$ cat src/rtl/binary_counter_bank.sv
// Three enable-gated up-counters built three ways: partitioned binary, partitioned step-by-STEP, explicit-state FSM.
// Latency: one clock from a sampled enable to every count output; the block never stalls.
module binary_counter_bank #(
  parameter int WIDTH = 4,
  parameter int STEP  = 3
) (
  input  logic             clk,
  input  logic             rst,
  input  logic             enable,
  output logic [WIDTH-1:0] count_bin,
  output logic [WIDTH-1:0] count_step,
  output logic [WIDTH-1:0] count_fsm,
  output logic             bin_active
);

  typedef enum logic {S_IDLE = 1'b0, S_COUNTING = 1'b1} ctrl_state_e;

  typedef enum logic [3:0] {
    S0,  S1,  S2,  S3,  S4,  S5,  S6,  S7,
    S8,  S9,  S10, S11, S12, S13, S14, S15
  } fsm_state_e;

  ctrl_state_e bin_state, bin_state_nxt;
  ctrl_state_e step_state, step_state_nxt;
  logic        bin_incr, step_incr;

  fsm_state_e  fsm_state, fsm_state_nxt;

  logic [WIDTH-1:0] bin_reg, step_reg;

  // Controllers: incr is combinational so the edge that leaves idle also counts.
  always_comb begin
    bin_state_nxt = bin_state;
    bin_incr      = 1'b0;
    case (bin_state)
      S_IDLE: begin
        if (enable) begin
          bin_state_nxt = S_COUNTING;
          bin_incr      = 1'b1;
        end
      end
      S_COUNTING: begin
        if (enable) bin_incr = 1'b1;
        else        bin_state_nxt = S_IDLE;
      end
      default: bin_state_nxt = S_IDLE;
    endcase
  end

  always_comb begin
    step_state_nxt = step_state;
    step_incr      = 1'b0;
    case (step_state)
      S_IDLE: begin
        if (enable) begin
          step_state_nxt = S_COUNTING;
          step_incr      = 1'b1;
        end
      end
      S_COUNTING: begin
        if (enable) step_incr = 1'b1;
        else        step_state_nxt = S_IDLE;
      end
      default: step_state_nxt = S_IDLE;
    endcase
  end

  always_ff @(posedge clk or negedge rst) begin
    if (!rst) begin
      bin_state  <= S_IDLE;
      step_state <= S_IDLE;
      bin_reg    <= '0;
      step_reg   <= '0;
    end else begin
      bin_state  <= bin_state_nxt;
      step_state <= step_state_nxt;
      if (bin_incr)  bin_reg  <= bin_reg + WIDTH'(1);
      if (step_incr) step_reg <= step_reg + WIDTH'(STEP);
    end
  end

  // State encoding equals the count, so the output is the state register itself.
  always_comb begin
    fsm_state_nxt = fsm_state;
    if (enable) begin
      case (fsm_state)
        S0:  fsm_state_nxt = S1;
        S1:  fsm_state_nxt = S2;
        S2:  fsm_state_nxt = S3;
        S3:  fsm_state_nxt = S4;
        S4:  fsm_state_nxt = S5;
        S5:  fsm_state_nxt = S6;
        S6:  fsm_state_nxt = S7;
        S7:  fsm_state_nxt = S8;
        S8:  fsm_state_nxt = S9;
        S9:  fsm_state_nxt = S10;
        S10: fsm_state_nxt = S11;
        S11: fsm_state_nxt = S12;
        S12: fsm_state_nxt = S13;
        S13: fsm_state_nxt = S14;
        S14: fsm_state_nxt = S15;
        S15: fsm_state_nxt = S0;
        default: fsm_state_nxt = S0;
      endcase
    end
  end

  always_ff @(posedge clk or negedge rst) begin
    if (!rst) fsm_state <= S0;
    else      fsm_state <= fsm_state_nxt;
  end

  assign count_bin  = bin_reg;
  assign count_step = step_reg;
  assign count_fsm  = fsm_state;
  assign bin_active = (bin_state == S_COUNTING);

endmodule

$ cat config.mk
export PLATFORM = sky130hd
export DESIGN_NAME = binary_counter_bank
export DESIGN_NICKNAME = d
export VERILOG_FILES = /design/src/rtl/binary_counter_bank.sv
export SDC_FILE = /design/constraint.sdc
export NUM_CORES = 1
export LEC_CHECK = 0
export CORE_MARGIN = 2
export CORE_UTILIZATION = 24
export DETAILED_ROUTE_END_ITERATION = 10
export DONT_BUFFER_PORTS = 1
export PLACE_DENSITY = 0.45
export RECOVER_POWER = 50
export SLEW_MARGIN = 20
export SYNTH_ARGS = -nofsm -noshare
export SYNTH_HDL_FRONTEND = slang
export SYNTH_SLANG_ARGS = --single-unit
$ cat constraint.sdc
create_clock -name clk -period 2.8 [get_ports clk]
set_clock_uncertainty 0.15 [all_clocks]
set_input_delay 0.56 -clock clk [delete_from_list [all_inputs] [get_ports clk]]
set_output_delay 0.56 -clock clk [all_outputs]
set_load 0.1 [all_outputs]
==> impl_metrics.csv, run 1 <==
group,metric,value,unit
drt,drt-wirelength-per-cell,11.7,µm
floorplanning,die_w,51.3,µm
drt,vias,336,
floorplanning,die_area,2630,µm²
synthesis,syn_area_per_cell,13.8,µm²
worst_setup_path,critPathBufInv,1,
synthesis,synth_top_area_cell,"dfrtp_1",
cells_and_area,antennaDiodeCount,0,
synthesis,synth_area_leaders,"dfrtp_1, ha_1, xnor2_1",
worst_setup_path,critPathLaunchType,"flip-flop",
sta,tightest_slew,1.33,ns
sta,finalHoldViolCount,0,
synthesis,seq_area_frac_synth,0.606,
clocking,clock_latency,0.27,ns
floorplanning,ios,16,
clocking,clk_path_buf_depth,2,
clocking,tritoncts,"built",
sta,tns,0,ns
synthesis,synth_top_area_frac,0.606,
clocking,cts_buffers,3,
drt,wirelength,924,µm
worst_setup_path,crit_family,"buffers and inverters",
cells_and_area,seq_area,325,µm²
clocking,cts_sinks,13,
grt,grt_pass1_vias,377,
synthesis,synth.ff_latch_count,13,
drt,drc,0,
job,maxCapViolCount,0,
grt,grtUsageTotal,0.0915,
sta,layout_min_cycle_time,2.28,ns
worst_setup_path,crit_type,"flip-flop to output port",
worst_setup_path,r2r_setup_slack,0.58,ns
synthesis,yosysWarningCount,0,
outcome,status,"complete, no violations",
worst_setup_path,max_stage_delay,0.97,ns
sta,drv_slew,0,
clocking,htreeDepth,1,
placement,post-dp-hpwl,662,µm
clocking,cts_root_buf,"clkbuf_4",
clocking,clkTransAtPathRegs,0.08,ns
synthesis,yosys.cell_types.count,15,
floorplanning,initial_core_util,0.247,
placement,place.gp.congestion,0.567,
grt,grt_busiest_layer,"met2",
worst_setup_path,path_cells,"clkbuf_1",
worst_setup_path,crit_arrival,1.57,ns
grt,gr-usage-met2,0.136,
worst_setup_path,worstPathMaxFanout,4,
cells_and_area,layout-drive-gt1-share,0.196,
grt,overflow,0,
synthesis,synth_fp_nets,46,
grt,grt_pass1_wl,1.65,mm
sta,fmax,439,MHz
placement,port-buffer-count,0,
worst_setup_path,endpoint_kind,"output port",
grt,gr-usage-met3,0.0731,
synthesis,synthCells,39,
sta,period_share,0.813,
drt,first_pass_iters,4,
worst_setup_path,critPathSlowestCell,"clkbuf_1",
synthesis,syn_area,537,µm²
cells_and_area,multiInputGateArea,193,µm²
grt,met1_usage,0.0939,
sta,maxSlewHeadroom,0.116,
drt,drtIter0Drc,2,
floorplanning,coreArea,2170,µm²
worst_setup_path,worstPathRequired,2.09,ns
floorplanning,rows,17,
drt,ant_nets,0,
drt,vias_per_cell,4.25,
grt,grt_max_degree,17,
hold_path,holdCritPathClass,"primary input to flip-flop",
cells_and_area,syn_to_final_growth,20.3,%
cells_and_area,layout.nets,59,
grt,antenna_found_initial,0,
sta,rsz0062_at_grt,"false",
sta,finalSetupViolations,0,
clocking,postCtsSetupBuffers,0,
floorplanning,die_y,51.3,µm
cells_and_area,n_fill_cell,233,
[synth_stat cells]
library cell and instances:
nand2b_1 1, inv_1 2, ha_1 4, a31oi_1 2
buf_6 1, mux2_2 2, nor2_1 1, xnor2_1 4
xor2_1 3, o211ai_1 1, dfrtp_1 13, a21oi_1 2
a41oi_1 1, nand4_1 1, nand2_1 1
[area by class of cell]
class                      instances  share of cell area
sequential                        13               0.504
timing repair buffer               9              0.0911
clock buffer                       4              0.0407
inverter                           2              0.0116
multi-input combinational         23               0.298
tap                               28              0.0543
[routing by layer]
metal  up-vias  wire length (µm)
met3         0                83
met5         -                 0
met2        12               445
met4         0                 0
met1       165               395
li1        159                 -
[placed cells by master, fill, tap and decap left out]
master and count:
clkbuf_4 3, mux2_2 2, nand2b_1 1, dfrtp_1 13
a41oi_1 1, inv_1 2, a21oi_1 2, ha_1 4
clkbuf_1 4, nand4_1 1, xnor2_1 4, buf_4 5
dlygate4sd3_1 1, nand2_1 1, nor2_1 1, o211ai_1 1
xor2_1 3, a31oi_1 2
[stage by stage]
| step | util | setup WS, ns | instances | cell area, µm² | hold WS, ns |
|---|---|---|---|---|---|
| detailed placement | 0.286 | 1.09 | 74 | 621 | 0.115 |
| floorplan | - | 0.966 | 39 | 537 | 0.114 |
| global route | 0.298 | 0.462 | 79 | 646 | 0.139 |
| finish | 0.298 | 0.524 | 79 | 646 | 0.168 |
| global placement | 0.286 | 1.15 | 74 | 621 | 0.115 |
| CTS | 0.303 | 0.832 | 79 | 657 | 0.146 |
[final timing paths]
check                                   from            end  cells past startpoint
worst max-delay path            count_bin[0]   count_bin[0]                      1
worst min-delay path                  enable     step_state                      0
worst max register to register  count_bin[0]   count_bin[1]                      3
worst min register to register  count_bin[1]   count_bin[1]                      2
max in group asynchronous                rst  count_step[2]                      1
min in group asynchronous                rst   count_fsm[1]                      1
[logic make-up (layout without fill, tap and decap cells)]
group           after synthesis  after routing  synth area share
buf+inv                       3             15            0.0350
simple gates                  4              4            0.0373
fa+ha+maj                     4              4            0.0932
xor+xnor                      7              7             0.114
compound gates                6              6            0.0723
mux                           2              2            0.0420
flops                        13             13             0.606
[repair_timing]
action | CTS | global route
endpoints found under the hold margin | 13 | 0
gates resized for setup | 0 | 0
hold buffers | 1 | 0
[flip-flops by register name (all words and copies together) (netlist names)]
name,flops
step_state,1
count_bin,4
count_fsm,4
count_step,4
Power of run 1 is not shown: default switching activity piles up to over one toggle a cycle in this logic, so the estimate is an artifact.
==> inputs of run 2 (changes only) <==
--- a/config.mk
+++ b/config.mk
@@ -9,7 +9,7 @@
 export CORE_UTILIZATION = 24
 export DETAILED_ROUTE_END_ITERATION = 10
 export DONT_BUFFER_PORTS = 1
-export PLACE_DENSITY = 0.45
+export PLACE_DENSITY = 0.46
 export RECOVER_POWER = 50
 export SLEW_MARGIN = 20
 export SYNTH_ARGS = -nofsm -noshare
==> constraint.sdc (replaced) <==
create_clock -name clk -period 2 [get_ports clk]
set_clock_uncertainty 0.15 [all_clocks]
set_input_delay 0.4 -clock clk [delete_from_list [all_inputs] [get_ports clk]]
set_output_delay 0.4 -clock clk [all_outputs]
set_load 0.1 [all_outputs]
==> run 2 against run 1 <==
Against the previous run:
- non-clock buffer count is 6 higher
- largest cell class unchanged
- count of clock-buffer cells in the layout stayed put
- final area is 7.6% higher
- global-route usage is 1.2 points lower
- utilization is 2.2 points higher
==> impl_metrics.csv, run 2 (synthesis gave the netlist of run 1 again) <==
group,metric,value,unit
sta,tns,0,ns
cells_and_area,layout-drive-gt1-share,0.316,
floorplanning,ios,16,
drt,drtIter0Drc,3,
sta,fmax,586,MHz
clocking,clk_path_buf_depth,2,
sta,rsz0062_at_grt,"false",
clocking,cts_root_buf,"clkbuf_4",
clocking,tritoncts,"built",
clocking,clkTransAtPathRegs,0.08,ns
cells_and_area,utilization,0.320,
sta,finalHoldViolCount,0,
floorplanning,die_w,51.3,µm
sta,tightest_slew,0.611,ns
drt,drc,0,
clocking,postCtsSetupBuffers,0,
cells_and_area,layout_common_cells,"dfrtp_1, buf_4, xnor2_1, ha_1, clkbuf_2",
drt,vias_per_cell,4.01,
clocking,clock_latency,0.27,ns
cells_and_area,layout.nets,65,
floorplanning,rows,17,
clocking,cts_sinks,13,
drt,drt-wirelength-per-cell,10.6,µm
cells_and_area,antennaDiodeCount,0,
floorplanning,initial_core_util,0.247,
grt,grt_pass1_vias,320,
grt,grtUsageTotal,0.0796,
cells_and_area,layout_commonest_cell,"dfrtp_1",
sta,drv_slew,0,
worst_setup_path,crit_type,"flip-flop to output port",
worst_setup_path,critPathLaunchType,"flip-flop",
placement,place.gp.congestion,0.608,
sta,maxSlewHeadroom,0.593,
floorplanning,die_area,2630,µm²
placement,post-dp-hpwl,628,µm
worst_setup_path,worstPathRequired,1.45,ns
drt,ant_nets,0,
worst_setup_path,critPathBufInv,1,
worst_setup_path,worstPathMaxFanout,3,
drt,wirelength,900,µm
floorplanning,coreArea,2170,µm²
placement,port-buffer-count,0,
sta,layout_min_cycle_time,1.71,ns
worst_setup_path,max_stage_delay,0.49,ns
job,maxCapViolCount,0,
worst_setup_path,endpoint_kind,"output port",
grt,grt_max_degree,17,
grt,antenna_found_initial,0,
sta,finalSetupViolations,0,
worst_setup_path,crit_family,"buffers and inverters",
sta,period_share,0.854,
worst_setup_path,path_cells,"clkbuf_2",
clocking,ctsResizeCount,0,
cells_and_area,syn_to_final_growth,29.4,%
clocking,cts_buffers,3,
worst_setup_path,crit_arrival,1.16,ns
hold_path,holdCritPathClass,"primary input to flip-flop",
drt,first_pass_iters,4,
grt,overflow,0,
placement,dpl.cell_count,79,
outcome,status,"complete, no violations",
worst_setup_path,critPathSlowestCell,"clkbuf_2",
drt,vias,341,
clocking,htreeDepth,1,
cells_and_area,final_cells,85,
grt,grt_pass1_wl,1.38,mm
floorplanning,die_y,51.3,µm
clocking,postCtsHoldBufs,2,
run 2: changes by cell type in the layout (fill, tap and decap cells not counted):
cell and change:
buf_4 +4, clkbuf_1 -3, clkbuf_2 +4, dlygate4sd3_1 +1
run 2: final timing paths:
check	from	to	slack, ns	cells past startpoint
max	count_fsm[0]	count_fsm[0]	0.29	1
min	enable	count_step[1]	0.05	1
max reg2reg	count_step[1]	count_step[3]	0.53	3
min reg2reg	count_step[2]	count_step[2]	0.35	1
max in group asynchronous	rst	count_step[3]	0.89	1
min in group asynchronous	rst	count_step[2]	0.42	1
run 2: metrics by stage:
step	worst slack [ns]	hold slack [ns]	cell area [µm²]
after global placement	0.763	-0.0453	658
after CTS	0.436	0.0375	704
after detailed placement	0.757	-0.0453	658
after global routing	0.246	0.0313	694
after floorplan	0.166	-0.0456	537
final	0.293	0.0522	694
run 2: area by class of cell:
class / instances / area [µm²]
sequential: 13 / 325
tap: 28 / 35.0
timing repair buffer: 15 / 108
clock buffer: 4 / 26.3
multi-input combinational: 23 / 193
fill: 237 / 1480
inverter: 2 / 7.51
run 2: metal layers:
layer | share of wire | global-route usage | vias to the layer above
met4 | 0.011 | 0.0395 | 0
li1 | - | - | 170
met5 | 0 | 0 | -
met3 | 0.12 | 0.0643 | 2
met2 | 0.41 | 0.0996 | 15
met1 | 0.45 | 0.0952 | 154
Power of run 2 is left out for the same reason.
==> inputs of run 3 (changes only) <==
--- a/config.mk
+++ b/config.mk
@@ -9,7 +9,7 @@
 export CORE_UTILIZATION = 24
 export DETAILED_ROUTE_END_ITERATION = 10
 export DONT_BUFFER_PORTS = 1
-export PLACE_DENSITY = 0.46
+export PLACE_DENSITY = 0.45
 export RECOVER_POWER = 50
 export SLEW_MARGIN = 20
 export SYNTH_ARGS = -nofsm -noshare
==> constraint.sdc (replaced) <==
create_clock -name clk -period 2.05 [get_ports clk]
set_clock_uncertainty 0.15 [all_clocks]
set_input_delay 0.41 -clock clk [delete_from_list [all_inputs] [get_ports clk]]
set_output_delay 0.41 -clock clk [all_outputs]
set_load 0.1 [all_outputs]
==> run 3 against run 2 <==
Against the previous run:
- count of clock-buffer cells in the layout unchanged
- via count increased by 3.2%
- global-route usage up 1.7 points
- final cell count unchanged
- first-iteration DRC count is 67% lower
- die area did not move
- worst setup slack improved by 0.053 ns
- final area is the same
- utilization unchanged
- hold slack improved by 0.014 ns
==> impl_metrics.csv, run 3 (synthesis gave the netlist of run 1 again) <==
group,metric,value,unit
sta,layout_min_cycle_time,1.70,ns
drt,vias,352,
floorplanning,initial_core_util,0.247,
placement,port-buffer-count,0,
sta,tns,0,ns
grt,antenna_found_initial,0,
floorplanning,die_y,51.3,µm
hold_path,holdPathStages,1,
grt,grt_pass1_vias,377,
hold_path,hold_path_end,"count_step[1]",
drt,drc,0,
grt,met1_usage,0.110,
drt,first_pass_iters,2,
cells_and_area,multiInputGateArea,193,µm²
drt,drt-wirelength-per-cell,11.4,µm
worst_setup_path,critPathBufInv,1,
floorplanning,ios,16,
floorplanning,coreArea,2170,µm²
cells_and_area,syn_to_final_growth,29.4,%
clocking,ctsResizeCount,0,
clocking,cts_root_buf,"clkbuf_4",
hold_path,holdCritPathClass,"primary input to flip-flop",
worst_setup_path,endpoint_kind,"output port",
worst_setup_path,reg2reg_to,"count_bin[3]",
grt,grt_max_degree,17,
cells_and_area,n_fill_cell,245,
grt,grt_pass1_wl,1.70,mm
cells_and_area,final_cells,85,
grt,grt_busiest_layer,"met2",
drt,vias_per_cell,4.14,
grt,grtUsageTotal,0.0970,
clocking,clkTransAtPathRegs,0.08,ns
worst_setup_path,r2r_start,"count_bin[0]",
worst_setup_path,crit_arrival,1.14,ns
clocking,tritoncts,"built",
cells_and_area,layout_common_cells,"dfrtp_1, buf_4, xnor2_1, ha_1, clkbuf_2",
worst_setup_path,worstRegToRegCells,3,
sta,drv_slew,0,
clocking,postCtsSetupBuffers,0,
clocking,clk_path_buf_depth,2,
sta,tightest_slew,0.609,ns
clocking,cts_sinks,13,
cells_and_area,layout.nets,65,
sta,fmax,587,MHz
worst_setup_path,worstPathMaxFanout,3,
cells_and_area,layout_commonest_cell,"dfrtp_1",
cells_and_area,antennaDiodeCount,0,
sta,maxSlewHeadroom,0.594,
grt,overflow,0,
worst_setup_path,critPathLaunchType,"flip-flop",
sta,rsz0062_at_grt,"false",
worst_setup_path,critPathSlowestCell,"clkbuf_2",
cells_and_area,seq_area,325,µm²
drt,wirelength,966,µm
worst_setup_path,max_stage_delay,0.49,ns
worst_setup_path,crit_type,"flip-flop to output port",
worst_setup_path,path_cells,"clkbuf_2",
job,maxCapViolCount,0,
worst_setup_path,crit_family,"buffers and inverters",
sta,finalSetupViolations,0,
hold_path,hp-start,"enable",
clocking,clock_latency,0.27,ns
placement,place.gp.congestion,0.585,
cells_and_area,utilization,0.320,
worst_setup_path,r2r_setup_slack,0.55,ns
floorplanning,die_w,51.3,µm
grt,gr-usage-met3,0.0585,
cells_and_area,layout-drive-gt1-share,0.316,
sta,period_share,0.832,
floorplanning,rows,17,
worst_setup_path,worstPathRequired,1.49,ns
drt,ant_nets,0,
grt,gr-usage-met2,0.141,
sta,finalHoldViolCount,0,
floorplanning,die_area,2630,µm²
placement,dpl.cell_count,79,
clocking,htreeDepth,1,
drt,drtIter0Drc,1,
outcome,status,"complete, no violations",
clocking,cts_buffers,3,
[run 3: cell counts in the layout (fill, tap and decap cells not counted)]
Identical to the previous run, type by type.
[run 3: final cells by class]
type / count / area share
Sequential cell: 13 / 0.468
Multi-Input combinational cell: 23 / 0.277
Timing Repair Buffer: 15 / 0.155
Tap cell: 28 / 0.0505
Clock buffer: 4 / 0.0378
Inverter: 2 / 0.0108
[run 3: metal layers]
metal	part of all wire	wire length [µm]
met5	0	0
met4	0.017	16
met3	0.090	87
met2	0.45	435
met1	0.44	427
[run 3: through the flow]
step | cell area [µm²] | setup WS [ns] | hold slack [ns]
2_1_floorplan | 537 | 0.216 | -0.0356
3_3_place_gp | 658 | 0.792 | -0.0352
3_5_place_dp | 658 | 0.790 | -0.0352
4_1_cts | 704 | 0.494 | 0.0519
5_1_grt | 694 | 0.297 | 0.0463
6_report | 694 | 0.345 | 0.0665
[run 3: worst max-delay path by stage]
stage / startpoint / endpoint / slack [ns] / depth (start not counted)
floorplan: count_fsm[0] / count_fsm[1] / 0.22 / 2
global placement: count_bin[0] / count_bin[3] / 0.79 / 3
detailed placement: count_bin[0] / count_bin[3] / 0.79 / 3
CTS: count_step[2] / count_step[2] / 0.49 / 1
global route: count_fsm[0] / count_fsm[0] / 0.30 / 1
finish: count_fsm[0] / count_fsm[0] / 0.35 / 1
[run 3: timing repair]
item | CTS | global route
setup endpoints to repair | 0 | 0
endpoints found under the hold margin | 14 | 0
hold buffers | 2 | 0
[run 3: worst register-to-register path: stages, from the launching register on]
cell and delay, ns:
dfrtp_1 0.36, clkbuf_2 0.50, nand4_1 0.20, xnor2_1 0.18
Power of run 3 is left out for the same reason.
